--- src/rtl/mem_pattern_apb_master.sv ---
// APB3 master that writes a base/checkerboard pattern into every word of an SRAM slave,
// reads it back and reports mismatches and PREADY timeouts to the test controller.
module mem_pattern_apb_master #(
  parameter int ADDR_WIDTH   = 8,
  parameter int DATA_WIDTH   = 8,
  parameter int TIMEOUT      = 15,
  parameter int ERRCNT_WIDTH = 16
) (
  input  logic                    PCLK,
  input  logic                    PRESET,
  input  logic                    start,
  input  logic                    verify_only,
  input  logic [DATA_WIDTH-1:0]   pattern,
  input  logic                    checkerboard,
  output logic                    busy,
  output logic                    done,
  output logic [ERRCNT_WIDTH-1:0] err_count,
  output logic [ADDR_WIDTH-3:0]   first_err_addr,
  output logic [DATA_WIDTH-1:0]   first_err_data,
  output logic                    timeout_err,
  output logic                    PSEL,
  output logic                    PENABLE,
  output logic                    PWRITE,
  output logic [ADDR_WIDTH-1:0]   PADDR,
  output logic [DATA_WIDTH-1:0]   PWDATA,
  input  logic [DATA_WIDTH-1:0]   PRDATA,
  input  logic                    PREADY,
  input  logic                    PSLVERR
);

  localparam int IDX_W = ADDR_WIDTH - 2;
  localparam int CNT_W = $clog2(TIMEOUT + 1);
  localparam logic [IDX_W-1:0]        LAST_IDX = {IDX_W{1'b1}};
  localparam logic [IDX_W-1:0]        ZERO_IDX = {IDX_W{1'b0}};
  localparam logic [CNT_W-1:0]        CNT_LAST = CNT_W'(TIMEOUT - 1);
  localparam logic [ERRCNT_WIDTH-1:0] ERR_MAX  = {ERRCNT_WIDTH{1'b1}};
  localparam logic [ERRCNT_WIDTH-1:0] ERR_ZERO = {ERRCNT_WIDTH{1'b0}};

  typedef enum logic [2:0] {
    ST_IDLE   = 3'd0,
    ST_SETUP  = 3'd1,
    ST_ACCESS = 3'd2,
    ST_GAP    = 3'd3,
    ST_DONE   = 3'd4
  } state_t;

  // Expected word value: odd words are inverted when checkerboard is enabled.
  function automatic logic [DATA_WIDTH-1:0] exp_of(input logic [DATA_WIDTH-1:0] pat,
                                                   input logic                  cb,
                                                   input logic [IDX_W-1:0]      idx);
    return pat ^ {DATA_WIDTH{cb & idx[0]}};
  endfunction

  state_t                  state_r, state_s;
  logic [IDX_W-1:0]        idx_r, idx_s;
  logic                    phase_rd_r, phase_rd_s;
  logic [DATA_WIDTH-1:0]   pat_r, pat_s;
  logic                    cb_r, cb_s;
  logic [CNT_W-1:0]        cnt_r, cnt_s;
  logic [ERRCNT_WIDTH-1:0] err_r, err_s;
  logic [IDX_W-1:0]        fea_r, fea_s;
  logic [DATA_WIDTH-1:0]   fed_r, fed_s;
  logic                    to_r, to_s;
  logic                    busy_r, busy_s;
  logic                    done_r, done_s;
  logic                    psel_r, psel_s;
  logic                    penable_r, penable_s;
  logic                    pwrite_r, pwrite_s;
  logic [ADDR_WIDTH-1:0]   paddr_r, paddr_s;
  logic [DATA_WIDTH-1:0]   pwdata_r, pwdata_s;
  logic [DATA_WIDTH-1:0]   exp_cur_s;
  logic                    mismatch_s;

  assign exp_cur_s  = exp_of(pat_r, cb_r, idx_r);
  assign mismatch_s = phase_rd_r & ((PRDATA != exp_cur_s) | PSLVERR);

  // Next-state, datapath and registered-output computation for the run FSM.
  always_comb begin
    state_s    = state_r;
    idx_s      = idx_r;
    phase_rd_s = phase_rd_r;
    pat_s      = pat_r;
    cb_s       = cb_r;
    cnt_s      = cnt_r;
    err_s      = err_r;
    fea_s      = fea_r;
    fed_s      = fed_r;
    to_s       = to_r;
    busy_s     = busy_r;
    done_s     = 1'b0;
    psel_s     = psel_r;
    penable_s  = penable_r;
    pwrite_s   = pwrite_r;
    paddr_s    = paddr_r;
    pwdata_s   = pwdata_r;

    case (state_r)
      ST_IDLE: begin
        if (start) begin
          pat_s      = pattern;
          cb_s       = checkerboard;
          phase_rd_s = verify_only;
          idx_s      = ZERO_IDX;
          cnt_s      = {CNT_W{1'b0}};
          err_s      = ERR_ZERO;
          fea_s      = ZERO_IDX;
          fed_s      = {DATA_WIDTH{1'b0}};
          to_s       = 1'b0;
          busy_s     = 1'b1;
          psel_s     = 1'b1;
          penable_s  = 1'b0;
          pwrite_s   = ~verify_only;
          paddr_s    = {ZERO_IDX, 2'b00};
          pwdata_s   = pattern;
          state_s    = ST_SETUP;
        end else begin
          state_s = ST_IDLE;
        end
      end

      ST_SETUP: begin
        cnt_s     = {CNT_W{1'b0}};
        penable_s = 1'b1;
        state_s   = ST_ACCESS;
      end

      ST_ACCESS: begin
        if (PREADY) begin
          psel_s    = 1'b0;
          penable_s = 1'b0;
          state_s   = ST_GAP;
          if (mismatch_s) begin
            // The first mismatch of a run is the only one that captures address/data.
            if (err_r == ERR_ZERO) begin
              fea_s = idx_r;
              fed_s = PRDATA;
            end else begin
              fea_s = fea_r;
              fed_s = fed_r;
            end
            if (err_r != ERR_MAX) begin
              err_s = err_r + ERRCNT_WIDTH'(1);
            end else begin
              err_s = err_r;
            end
          end else begin
            err_s = err_r;
          end
        end else if (cnt_r == CNT_LAST) begin
          psel_s    = 1'b0;
          penable_s = 1'b0;
          to_s      = 1'b1;
          busy_s    = 1'b0;
          done_s    = 1'b1;
          state_s   = ST_DONE;
        end else begin
          cnt_s = cnt_r + CNT_W'(1);
        end
      end

      ST_GAP: begin
        if (idx_r != LAST_IDX) begin
          idx_s   = idx_r + IDX_W'(1);
          state_s = ST_SETUP;
        end else if (!phase_rd_r) begin
          idx_s      = ZERO_IDX;
          phase_rd_s = 1'b1;
          state_s    = ST_SETUP;
        end else begin
          busy_s  = 1'b0;
          done_s  = 1'b1;
          state_s = ST_DONE;
        end
        if (state_s == ST_SETUP) begin
          psel_s    = 1'b1;
          penable_s = 1'b0;
          pwrite_s  = ~phase_rd_s;
          paddr_s   = {idx_s, 2'b00};
          pwdata_s  = exp_of(pat_r, cb_r, idx_s);
        end else begin
          psel_s    = 1'b0;
          penable_s = 1'b0;
        end
      end

      ST_DONE: begin
        state_s = ST_IDLE;
      end

      default: begin
        psel_s    = 1'b0;
        penable_s = 1'b0;
        busy_s    = 1'b0;
        state_s   = ST_IDLE;
      end
    endcase
  end

  // State and output registers; reset drops the bus and clears all results at once.
  always_ff @(posedge PCLK or posedge PRESET) begin
    if (PRESET) begin
      state_r    <= ST_IDLE;
      idx_r      <= ZERO_IDX;
      phase_rd_r <= 1'b0;
      pat_r      <= {DATA_WIDTH{1'b0}};
      cb_r       <= 1'b0;
      cnt_r      <= {CNT_W{1'b0}};
      err_r      <= ERR_ZERO;
      fea_r      <= ZERO_IDX;
      fed_r      <= {DATA_WIDTH{1'b0}};
      to_r       <= 1'b0;
      busy_r     <= 1'b0;
      done_r     <= 1'b0;
      psel_r     <= 1'b0;
      penable_r  <= 1'b0;
      pwrite_r   <= 1'b0;
      paddr_r    <= {ADDR_WIDTH{1'b0}};
      pwdata_r   <= {DATA_WIDTH{1'b0}};
    end else begin
      state_r    <= state_s;
      idx_r      <= idx_s;
      phase_rd_r <= phase_rd_s;
      pat_r      <= pat_s;
      cb_r       <= cb_s;
      cnt_r      <= cnt_s;
      err_r      <= err_s;
      fea_r      <= fea_s;
      fed_r      <= fed_s;
      to_r       <= to_s;
      busy_r     <= busy_s;
      done_r     <= done_s;
      psel_r     <= psel_s;
      penable_r  <= penable_s;
      pwrite_r   <= pwrite_s;
      paddr_r    <= paddr_s;
      pwdata_r   <= pwdata_s;
    end
  end

  assign busy           = busy_r;
  assign done           = done_r;
  assign err_count      = err_r;
  assign first_err_addr = fea_r;
  assign first_err_data = fed_r;
  assign timeout_err    = to_r;
  assign PSEL           = psel_r;
  assign PENABLE        = penable_r;
  assign PWRITE         = pwrite_r;
  assign PADDR          = paddr_r;
  assign PWDATA         = pwdata_r;

endmodule

--- config.mk ---
export PLATFORM = sky130hd
export DESIGN_NAME = mem_pattern_apb_master
export DESIGN_NICKNAME = d
export VERILOG_FILES = /design/src/rtl/mem_pattern_apb_master.sv
export SDC_FILE = /design/constraint.sdc
export NUM_CORES = 1
export LEC_CHECK = 0
export BUFFER_PORTS_ARGS = -buffer_cell sky130_fd_sc_hd__buf_2
export CAP_MARGIN = 30
export CORE_ASPECT_RATIO = 2
export CORE_MARGIN = 2
export CORE_UTILIZATION = 35
export CTS_CLUSTER_DIAMETER = 200
export CTS_CLUSTER_SIZE = 8
export DETAILED_ROUTE_END_ITERATION = 7
export GPL_TIMING_DRIVEN = 0
export PLACE_DENSITY_LB_ADDON = 0.3
export SLEW_MARGIN = 20
export SYNTH_ARGS = -nofsm -noshare
export SYNTH_HDL_FRONTEND = slang
export SYNTH_SLANG_ARGS = --single-unit
export TNS_END_PERCENT = 10
--- constraint.sdc ---
create_clock -name PCLK -period 5.5 [get_ports PCLK]
set_input_delay 0.55 -clock PCLK [delete_from_list [all_inputs] [get_ports PCLK]]
set_output_delay 0.55 -clock PCLK [all_outputs]
set_load 0.05 [all_outputs]
* After elaboration in Yosys (flattened, before gate mapping)
Index checks and enable logic that the tools add are counted.
** Storage, ports and cells
- Bits in registers :: 75
- Output and inout bits :: 52
** Operators by class
- Add/subtract/negate cells :: 3
- Equality and inequality tests :: 21
- Multiplexer cells :: 61
- Bitwise gates (word level) :: 10
- Reductions and logical operators :: 16
** Operator list (number)
- $mux 16 :: 4
- $mux 8 :: 7
- $pmux 8 s2 :: 3
- $mux 6 :: 7
- $pmux 16 s2 :: 1
- $pmux 6 s2 :: 2
- $ne 2x2->1 const B :: 11
- $mux 1 :: 20
- $add 16x1->16 const B :: 1
- $logic_not 16->1 :: 1
- $ne 16x16->1 const B :: 1
- $xor 8x8->8 :: 2
- $mux 3 :: 5
- $mux 4 :: 3
- $pmux 1 s4 :: 3
- $pmux 3 s4 :: 1
- $pmux 4 s3 :: 1
- $reduce_and 5->1 :: 2
- $reduce_and 3->1 :: 3
- $ne 8x8->1 :: 1
- $pmux 1 s2 :: 4
- $reduce_and 4->1 :: 2
- $add 6x1->6 const B :: 1
- $eq 3x1->1 const B :: 2
- other kinds (15) :: 23

* Logic depth before layout (Yosys ltp)
Gate-level depths: netlist of run 1.
- Depth after elaboration :: 8
- Gate-level depth with buffers :: 9

* Worst setup path before layout of run 1
OpenSTA, ideal clock, no wires.
- Kind :: reg2reg
- Start :: reg err_r[1], in the netlist err_count[1]
- End :: reg err_r[14], in the netlist err_count[14]
- Library setup time :: 120 ps
- Arrival time :: 2303 ps
- Data required time :: 5380 ps
- Slack :: 3076 ps
- Cell stages (with the launch flop) :: 7
- Buffers on the path :: 0
- Clock period less this slack :: 2424 ps
- Cell sequence :: dfrtp_1 > ha_1 > nand3_1 > nor3_1 > nand3_1 > or4_1 > o211a_1
** Between the ends
- Longest elaborated chain between the ends :: 5
** RTL lines
- start: declaration :: line 60 : logic [ERRCNT_WIDTH-1:0] err_r, err_s;
- start signal: assignment :: line 226 : err_r <= err_s;
- $add 16x1->16 :: line 142 : err_s = err_r + ERRCNT_WIDTH'(1);
- $mux 16 :: line 141 : if (err_r != ERR_MAX) begin
- $mux 16 :: line 132 : if (mismatch_s) begin
- $mux 16 :: line 128 : if (PREADY) begin
- $pmux 16 s2 :: line 97 : case (state_r)
Parallel ways exist; a longest one is shown, timed or not. The select of a mux whose other input is x is not followed.
A chain may end at the register's enable or synchronous reset.

* Final worst setup path of run 1
- Start :: reg idx_r[0]
- End :: reg pwdata_r[3], in the netlist PWDATA[3]
** Between the ends
- Longest elaborated chain between the ends :: 7
** RTL lines
- start: declaration :: line 55 : logic [IDX_W-1:0] idx_r, idx_s;
- start signal: assignment :: line 221 : idx_r <= idx_s;
- $add 6x1->6 (tied with other cells) :: line 163 : idx_s = idx_r + IDX_W'(1);
- $mux 6 :: line 162 : if (idx_r != LAST_IDX) begin
- $mux 6 :: line 97
- $and 1x1->1 :: line 51 : return pat ^ {DATA_WIDTH{cb & idx[0]}};
- $xor 8x8->8 :: line 51
- $mux 8 :: line 174 : if (state_s == ST_SETUP) begin
- $pmux 8 s2 :: line 97
- end signal: assignment :: line 218 : pwdata_r <= {DATA_WIDTH{1'b0}};
- end signal: assignment :: line 236 : pwdata_r <= pwdata_s;
- end: declaration :: line 70 : logic [DATA_WIDTH-1:0] pwdata_r, pwdata_s;
Parallel ways exist; a longest one is shown, timed or not. The select of a mux whose other input is x is not followed.

==> results.txt, run 1 <==
The slew at the pin with the worst max-slew slack is 0.638 ns. By area the synthesized netlist is led by sky130_fd_sc_hd__dfrtp_1 48%, sky130_fd_sc_hd__nand2_1 6.3%, sky130_fd_sc_hd__a32o_1 3.6%. The predominant post-synthesis flop cell was sky130_fd_sc_hd__dfrtp_1. For the placer congestion estimate, the log shows 0.868. Before antenna repair, the detailed router went through 4 iterations.

The cell type with the largest total area after synthesis is sky130_fd_sc_hd__dfrtp_1. Timing would allow up to 365 MHz. The signal on the critical path passes through ha_1 -> and4_1 -> nand3_1 -> o21ai_1 -> clkbuf_1 -> nand2_1 -> o211ai_1. The clock net in this run drives a total of 73 sinks.

The nature of the critical path endpoint is a flip-flop. The tools report the number of fillers in the final layout as 1083. In this run the standard cell core region covers 0.0108 mm^2.

The die is 152 um tall. The number of max-slew violations in the final report is 0. The count of buffers added on input and output ports is 72. For the worst setup slack after layout, the log shows 2.76 ns.

Using the TritonRoute via totals, the vias-per-cell ratio works out to 5.56. The first global-routing pass estimated 18.3 mm of wire. Once the clock tree was built, the resizer swapped 0 gates to a different size. The maximum clock skew at final layout came out at 0.00362 ns. The wire length reported by the detailed router was 11.2 mm; the detail-routed net length per standard cell was 17.7 um.

For the data required time of the critical path, the log shows 5.75 ns. The via count of the first global-routing pass came out at 3653. The number of post-CTS setup repair buffers was 0; the stage delay of the slowest cell on the critical path was 0.61 ns. The top-level port count is 75, and the setup total negative slack is 0 ns. The final period utilization is 0.498, and the overall track demand over capacity in global routing is 0.194.

Setup repair after global routing left no endpoint under its margin. After the last flow step, the layout net total stands at 518. The fraction of layout instances using a drive strength above 1 is 0.220, and the count of antenna-violating nets left after detailed routing is 0. The die is 78.1 um wide. The clock tree synthesis step divided the H-tree into 3 levels. In this run, CTS created clock tree buffers numbering 9. The count of hold-fix buffers inserted at cts was 0; the number of placed instances with taps included was 617. The Yosys step of the flow raised 0 warnings. The largest net degree at the start of global routing was 53. For this design, the slowest cell found on the critical path is sky130_fd_sc_hd__o21ai_1.

The flow ran to the end, and the final reports show no timing, DRC or antenna violations. The buffer type at the clock tree root was sky130_fd_sc_hd__clkbuf_16. Summing every instance area after synthesis gives 0.00384 mm^2.

The sequential element share of the synthesized area is 0.475, and the worst setup slack before clock tree synthesis is 2.76 ns. For this block, the via count after detailed routing is 3530. Standby leakage power: 2.22 nW.

Setup violations remaining at the end of the flow were counted as 0. The repair_antennas step left the layout with diodes totalling 0. TritonCTS built the clock tree. The number of different library cells used by synthesis comes to 57. The area growth from synthesis to layout is 22.6%.

The longest clock path from root to sink contains 2 buffers. At the later pin of the worst-skew pair, clock insertion delay measures 0.34 ns. The tools report the reported max-cap violation count as 0. The total overflow left after global routing is 0.

Synthesis produced a netlist whose cell count is 403. Each instance of the synthesized netlist takes up on average 9.54 um^2. The post-synthesis sequential element count came out at 73. The power density relative to cell area came out at 534 mW/mm^2. The proportion of register bits with asynchronous set or reset after synthesis was 1.00.

The run gives 54 as the number of rows created at floorplan. After clock tree synthesis, the clock-pin slew on the worst setup and hold paths is 0.06 ns. The area fraction of the dominant cell type after synthesis is 0.475. For the data arrival at the endpoint of the critical path, the log shows 2.99 ns. The critical path class is reg2reg. IR analysis of the VDD net gives a maximum drop of 0.213 mV. The tools report the initial core utilization as 0.356.

The first routing iteration left 161 violations. Of all nets on the critical path, the largest fanout is 10. The class of the tightest hold or removal check was in2async. The normalized max-slew margin was 0.572. The worst register-to-register path has a setup slack of 2.76 ns.

The logs give 0 for the initial antenna violation count and 0 for the count of endpoints failing hold in the final timing report. The time the worst path needs with I/O delays and setup works out to 2.74 ns. The post-detailed-placement half-perimeter wirelength is 8.36 mm.

The finished layout holds 635 standard cells, fillers aside. The number of flops mapped to enable cells by yosys was 0; the die area was 0.0119 mm^2. DRC violation count after routing: 0. The tools report the startpoint class of the critical path as a flip-flop.
-- through the flow --
| step | power [mW] | cell area (um^2) | hold WS [ns] | utilization |
|---|---|---|---|---|
| finish | 2.52 | 4710 | 0.171 | 0.436 |
| global route | 2.67 | 4710 | 0.192 | 0.436 |
| CTS | 2.53 | 4700 | 0.177 | 0.435 |
| detailed placement | 1.95 | 4410 | 0.465 | 0.408 |
| global placement | 1.91 | 4380 | 0.465 | 0.405 |
| floorplan | 1.64 | 3850 | 0.459 | - |
-- where the power goes --
part	internal, mW	switching (mW)
Clock	0.363	0.222
Combinational	0.342	0.791
Sequential	0.679	0.122
-- worst max-delay path, delay by kind of cell, from the launching register on --
| family | cells | cell delay, ns |
|---|---|---|
| AOI/OAI and AO/OA | 2 | 0.71 |
| and+or+nand+nor | 3 | 0.67 |
| DFF | 1 | 0.48 |
| buffers and inverters | 1 | 0.45 |
| adders and majority gates | 1 | 0.33 |
-- final timing paths --
| kind | from | to | cells past startpoint |
|---|---|---|---|
| worst max-delay path | idx_r[0] | PWDATA[3] | 7 |
| worst min-delay path | PRESET | err_count[4] | 2 |
| worst max register to register | idx_r[0] | PWDATA[3] | 7 |
| worst min register to register | PADDR[7] | PADDR[7] | 1 |
| max in group asynchronous | PRESET | PADDR[6] | 3 |
| min in group PCLK | checkerboard | cb_r | 3 |
-- kinds of logic (layout without fill, tap and decap cells) --
group / count (synthesis) / in the layout / synth area share
compound gates: 117 / 117 / 0.222
xor+xnor: 16 / 16 / 0.0365
fa+ha+maj: 5 / 5 / 0.0163
buf+inv: 36 / 127 / 0.0452
flops: 73 / 73 / 0.475
mux: 6 / 6 / 0.0166
other cells: 1 / 2 / 0.000976
simple gates: 149 / 149 / 0.187
-- cell usage after synthesis, types with 3 or more instances --
cell,number
sky130_fd_sc_hd__a22o_1,5
sky130_fd_sc_hd__buf_2,4
sky130_fd_sc_hd__a31oi_1,4
sky130_fd_sc_hd__buf_4,5
sky130_fd_sc_hd__nand3_1,14
sky130_fd_sc_hd__ha_1,5
sky130_fd_sc_hd__nor4_1,3
sky130_fd_sc_hd__o211ai_1,13
sky130_fd_sc_hd__nor2b_1,3
sky130_fd_sc_hd__o31ai_1,7
sky130_fd_sc_hd__a21oi_1,13
sky130_fd_sc_hd__nor2_1,19
sky130_fd_sc_hd__nand2_1,65
sky130_fd_sc_hd__mux2i_1,3
sky130_fd_sc_hd__or4_1,4
sky130_fd_sc_hd__and3_1,5
sky130_fd_sc_hd__o21ai_0,24
sky130_fd_sc_hd__nor4b_1,3
sky130_fd_sc_hd__dfrtp_1,73
sky130_fd_sc_hd__or3_1,5
sky130_fd_sc_hd__mux2_2,3
sky130_fd_sc_hd__o311ai_0,7
sky130_fd_sc_hd__nand4_1,4
sky130_fd_sc_hd__xnor2_1,10
sky130_fd_sc_hd__nand2b_1,7
sky130_fd_sc_hd__o22ai_1,6
sky130_fd_sc_hd__or2_2,3
sky130_fd_sc_hd__clkbuf_1,12
sky130_fd_sc_hd__a32o_1,14
sky130_fd_sc_hd__nor3_1,7
sky130_fd_sc_hd__inv_1,13
sky130_fd_sc_hd__xor2_1,6
-- layout make-up --
class | instances | area [um^2] | share of cell area
buffer | 23 | 125 | 0.0265
tap | 140 | 175 | 0.0372
clock buffer | 13 | 250 | 0.0531
inverter | 13 | 51.3 | 0.0109
clock inverter | 3 | 40.0 | 0.00849
sequential | 73 | 1830 | 0.388
multi-input combinational | 295 | 1850 | 0.392
timing repair buffer | 75 | 398 | 0.0844
-- routing by layer --
metal	share of wire	GRT usage
met1	0.38	0.208
met3	0.035	0.0361
met4	0.030	0.0936
met5	0	0
met2	0.55	0.356
-- cells in the final DEF (no fill, tap or decap), drive strengths merged, types with 7 or more instances in the layout --
cell type | Yosys | final
buf | 11 | 84
dfrtp | 73 | 73
nand2 | 65 | 65
clkbuf | 12 | 27
o21ai | 26 | 26
nor2 | 19 | 19
a32o | 14 | 14
nand3 | 14 | 14
a21oi | 14 | 14
o211ai | 13 | 13
inv | 13 | 13
xnor2 | 10 | 10
nor3 | 7 | 7
nand2b | 7 | 7
o311ai | 7 | 7
o31ai | 7 | 7
-- sequential cells by signal, summed over array words and instances, names as in the netlist --
signal	cells
err_count	16
PWDATA	8
first_err_data	8
pat_r	8
PADDR	6
first_err_addr	6
idx_r	6
cnt_r	4
state_r	3
PENABLE	1
PSEL	1
PWRITE	1
busy	1
cb_r	1
done	1
phase_rd_r	1
timeout_err	1
No activity file was read; power rests on OpenSTA's default activity.
==> inputs of run 2 (changes only) <==
- clock period: 5.5 -> 2.6 ns (I/O delays scaled with it)
==> run 2 against run 1 <==
Net effect: register-to-register slack lost 2.7 ns; clock power grew 110%; final cell count is the same; fmax grew 9.7%; hold slack lost 0.037 ns; count of clock-buffer cells in the layout is the same; largest cell class unchanged.
==> results.txt, run 2 (same netlist as run 1, synthesis figures left out) <==
The flow ran to the end, and the final reports show no timing, DRC or antenna violations. The vias per cell came out at 5.62 (+1.0%). The largest net degree at the start of global routing came out at 53 (unchanged). The logs give 400 MHz (+9.7%) for the highest clock rate and 0.0108 mm^2 (unchanged) for the core region area. The largest fanout on the critical path was 6 (-4); the overflow left after global routing was 0 (unchanged).

For the number of diodes, the log shows 0 (unchanged). Setup repair after global routing could not meet its margin everywhere. Busiest layer in global routing: met2. The run gives 0.0367 (+0.000592) as the met3 layer usage reported by global route. Initial antenna violation count: 0 (unchanged). Total clock buffers created by CTS: 9 (unchanged).

STA classifies the critical path startpoint as a flip-flop. The tools report the via count of the first global-routing pass as 3661 (+0.22%). The run gives 0.209 (+0.000384) as the met1 track demand over resource. In the layout the commonest cells are 76 x sky130_fd_sc_hd__buf_2, 72 x sky130_fd_sc_hd__dfrtp_1, 65 x sky130_fd_sc_hd__nand2_1. The number of fillers in the final layout is 1081 (-0.18%). The run gives 151 (-6.2%) as the initial DRC count.

Setup total negative slack: 0 ns (unchanged). Met2 routing resource usage after global routing: 0.355 (-0.00123). The final period utilization is 0.960 (+0.463), and the reported max-cap violation count is 0 (unchanged).

The time the worst path needs with I/O delays and setup is 2.50 ns (-0.242 ns). The clock latency on the worst-skew pair is 0.34 ns (about the same), and the count of antenna-violating nets left after detailed routing is 0 (unchanged). The number of max-slew violations in the final report was 0 (unchanged). Fraction of layout instances using a drive strength above 1: 0.228 (+0.00808). TritonCTS built the clock tree. Leaving out fill and tap cells, the most frequent cell in the layout is sky130_fd_sc_hd__buf_2.

The detail-routed net length per standard cell is 17.7 um (+0.35%), and the post-detailed-placement half-perimeter wirelength is 8.36 mm (unchanged). The worst setup path is captured at a flip-flop. The run gives 2.72 ns (-0.27 ns) as the data arrival at the endpoint of the critical path.

For the number of rows created at floorplan, the log shows 54 (unchanged). The run gives 75 (unchanged) as the top-level port count. The tools report the standby leakage power as 2.22 nW (+0.33%).

The worst setup slack before clock tree synthesis came out at -0.142 ns (-2.90 ns). The tools report the TritonCTS sink count as 73 (unchanged). Count of endpoints failing setup in the final report: 0 (unchanged). The logs give 0.103 ns (-2.66 ns) for the worst setup slack after layout and 2 (unchanged) for the number of buffers between clock root and the deepest sink. The tools report the first-pass detailed-route iteration total as 4 (unchanged). The total of buffers placed on input and output ports came out at 72 (unchanged). The maximum clock skew at final layout was 0.00403 ns (+0.000419 ns). The flip-flop count of the largest register, all copies and words added works out to 16 (unchanged). The initial core utilization was 0.356 (unchanged). Class of the tightest hold or removal check: in2reg.

The clock-pin slew of the registers on the worst-case setup and hold paths works out to 0.06 ns (about the same). The normalized max-slew margin came out at 0.567 (-0.00462). The buffer type at the clock tree root is sky130_fd_sc_hd__clkbuf_16. The total power after layout is 5.36 mW (+110%), and the count of endpoints failing hold in the final timing report is 0 (unchanged). The total number of H-tree levels came out at 3 (unchanged).

The critical path is of the reg2reg type. The placer congestion estimate came out at 0.868 (unchanged). The slew at the pin with the worst max-slew slack is 0.644 ns (+0.00625 ns), and the die area is 0.0119 mm^2 (unchanged). The die span in y is 152 um (unchanged), and the total number of vias is 3567 (+1.0%). The power density relative to cell area was 1130 mW/mm^2 (+110%); the DRC violation count after routing was 0 (unchanged).

The worst IR drop on VDD was 0.459 mV (+120%); the overall track demand over capacity in global routing was 0.194 (about the same). The wire length reported by the detailed router was 11.3 mm (+0.35%); the data required time of the critical path was 2.82 ns (-2.93 ns). The final layout net count was 518 (unchanged); the horizontal die dimension was 78.1 um (unchanged). The logs give 18.3 mm (+0.15%) for the wire length of the first global-routing pass and 0 (unchanged) for the number of post-CTS setup repair buffers. Relative to the synthesized area, the layout overhead comes to 23.7%.
[run 2: worst paths after layout]
path,start,end,slack [ns],cells after the start
max in group asynchronous,PRESET,idx_r[0],1.60,4
worst min register to register,PADDR[4],PADDR[4],0.48,2
worst max register to register,err_count[1],err_count[14],0.10,6
worst min-delay path,checkerboard,cb_r,0.13,3
min in group asynchronous,PRESET,err_count[4],0.43,3
worst max-delay path,err_count[1],err_count[14],0.10,6
[run 2: repair_timing]
action / in CTS / in global routing
endpoints found under the setup margin: 24 / 34
resized for setup: 3 / 6
hold buffers: 1 / 0
endpoints found under the hold margin: 21 / 0
pin swaps: 0 / 1
[run 2: cell type report]
cell class	instances	area [um^2]	area share
Multi-Input combinational cell	295	1880	0.395
Sequential cell	73	1830	0.385
Timing Repair Buffer	75	403	0.0848
Clock buffer	13	250	0.0526
Tap cell	140	175	0.0369
Buffer	23	130	0.0274
Inverter	13	51.3	0.0108
Clock inverter	3	40.0	0.00842
[run 2: layer usage]
metal | wire (um) | vias to the layer above
met2 | 6190 | 103
li1 | - | 1670
met1 | 4300 | 1766
met3 | 423 | 28
met5 | 0 | -
met4 | 347 | 0
[run 2: through the flow]
stage	cell area [um^2]	cells	hold slack, ns	utilization
final	4750	635	0.134	0.440
after global routing	4750	635	0.136	0.440
after CTS	4730	634	0.123	0.437
after detailed placement	4410	617	0.246	0.408
after global placement	4380	616	0.465	0.405
after floorplan	3850	404	0.365	-
[run 2: where the power goes]
part / switching, mW / internal (mW) / total (mW)
logic: 1.70 / 0.737 / 2.43
registers: 0.255 / 1.44 / 1.69
clock network: 0.469 / 0.767 / 1.24
total: 2.42 / 2.94 / 5.36
[run 2: critical path, stage by stage, from the launching register on]
cell	delay, ns
sky130_fd_sc_hd__dfrtp_1	0.45
sky130_fd_sc_hd__ha_1	0.32
sky130_fd_sc_hd__nand3_1	0.20
sky130_fd_sc_hd__nor3_1	0.59
sky130_fd_sc_hd__nand3_1	0.18
sky130_fd_sc_hd__or4_1	0.43
sky130_fd_sc_hd__o211a_1	0.22
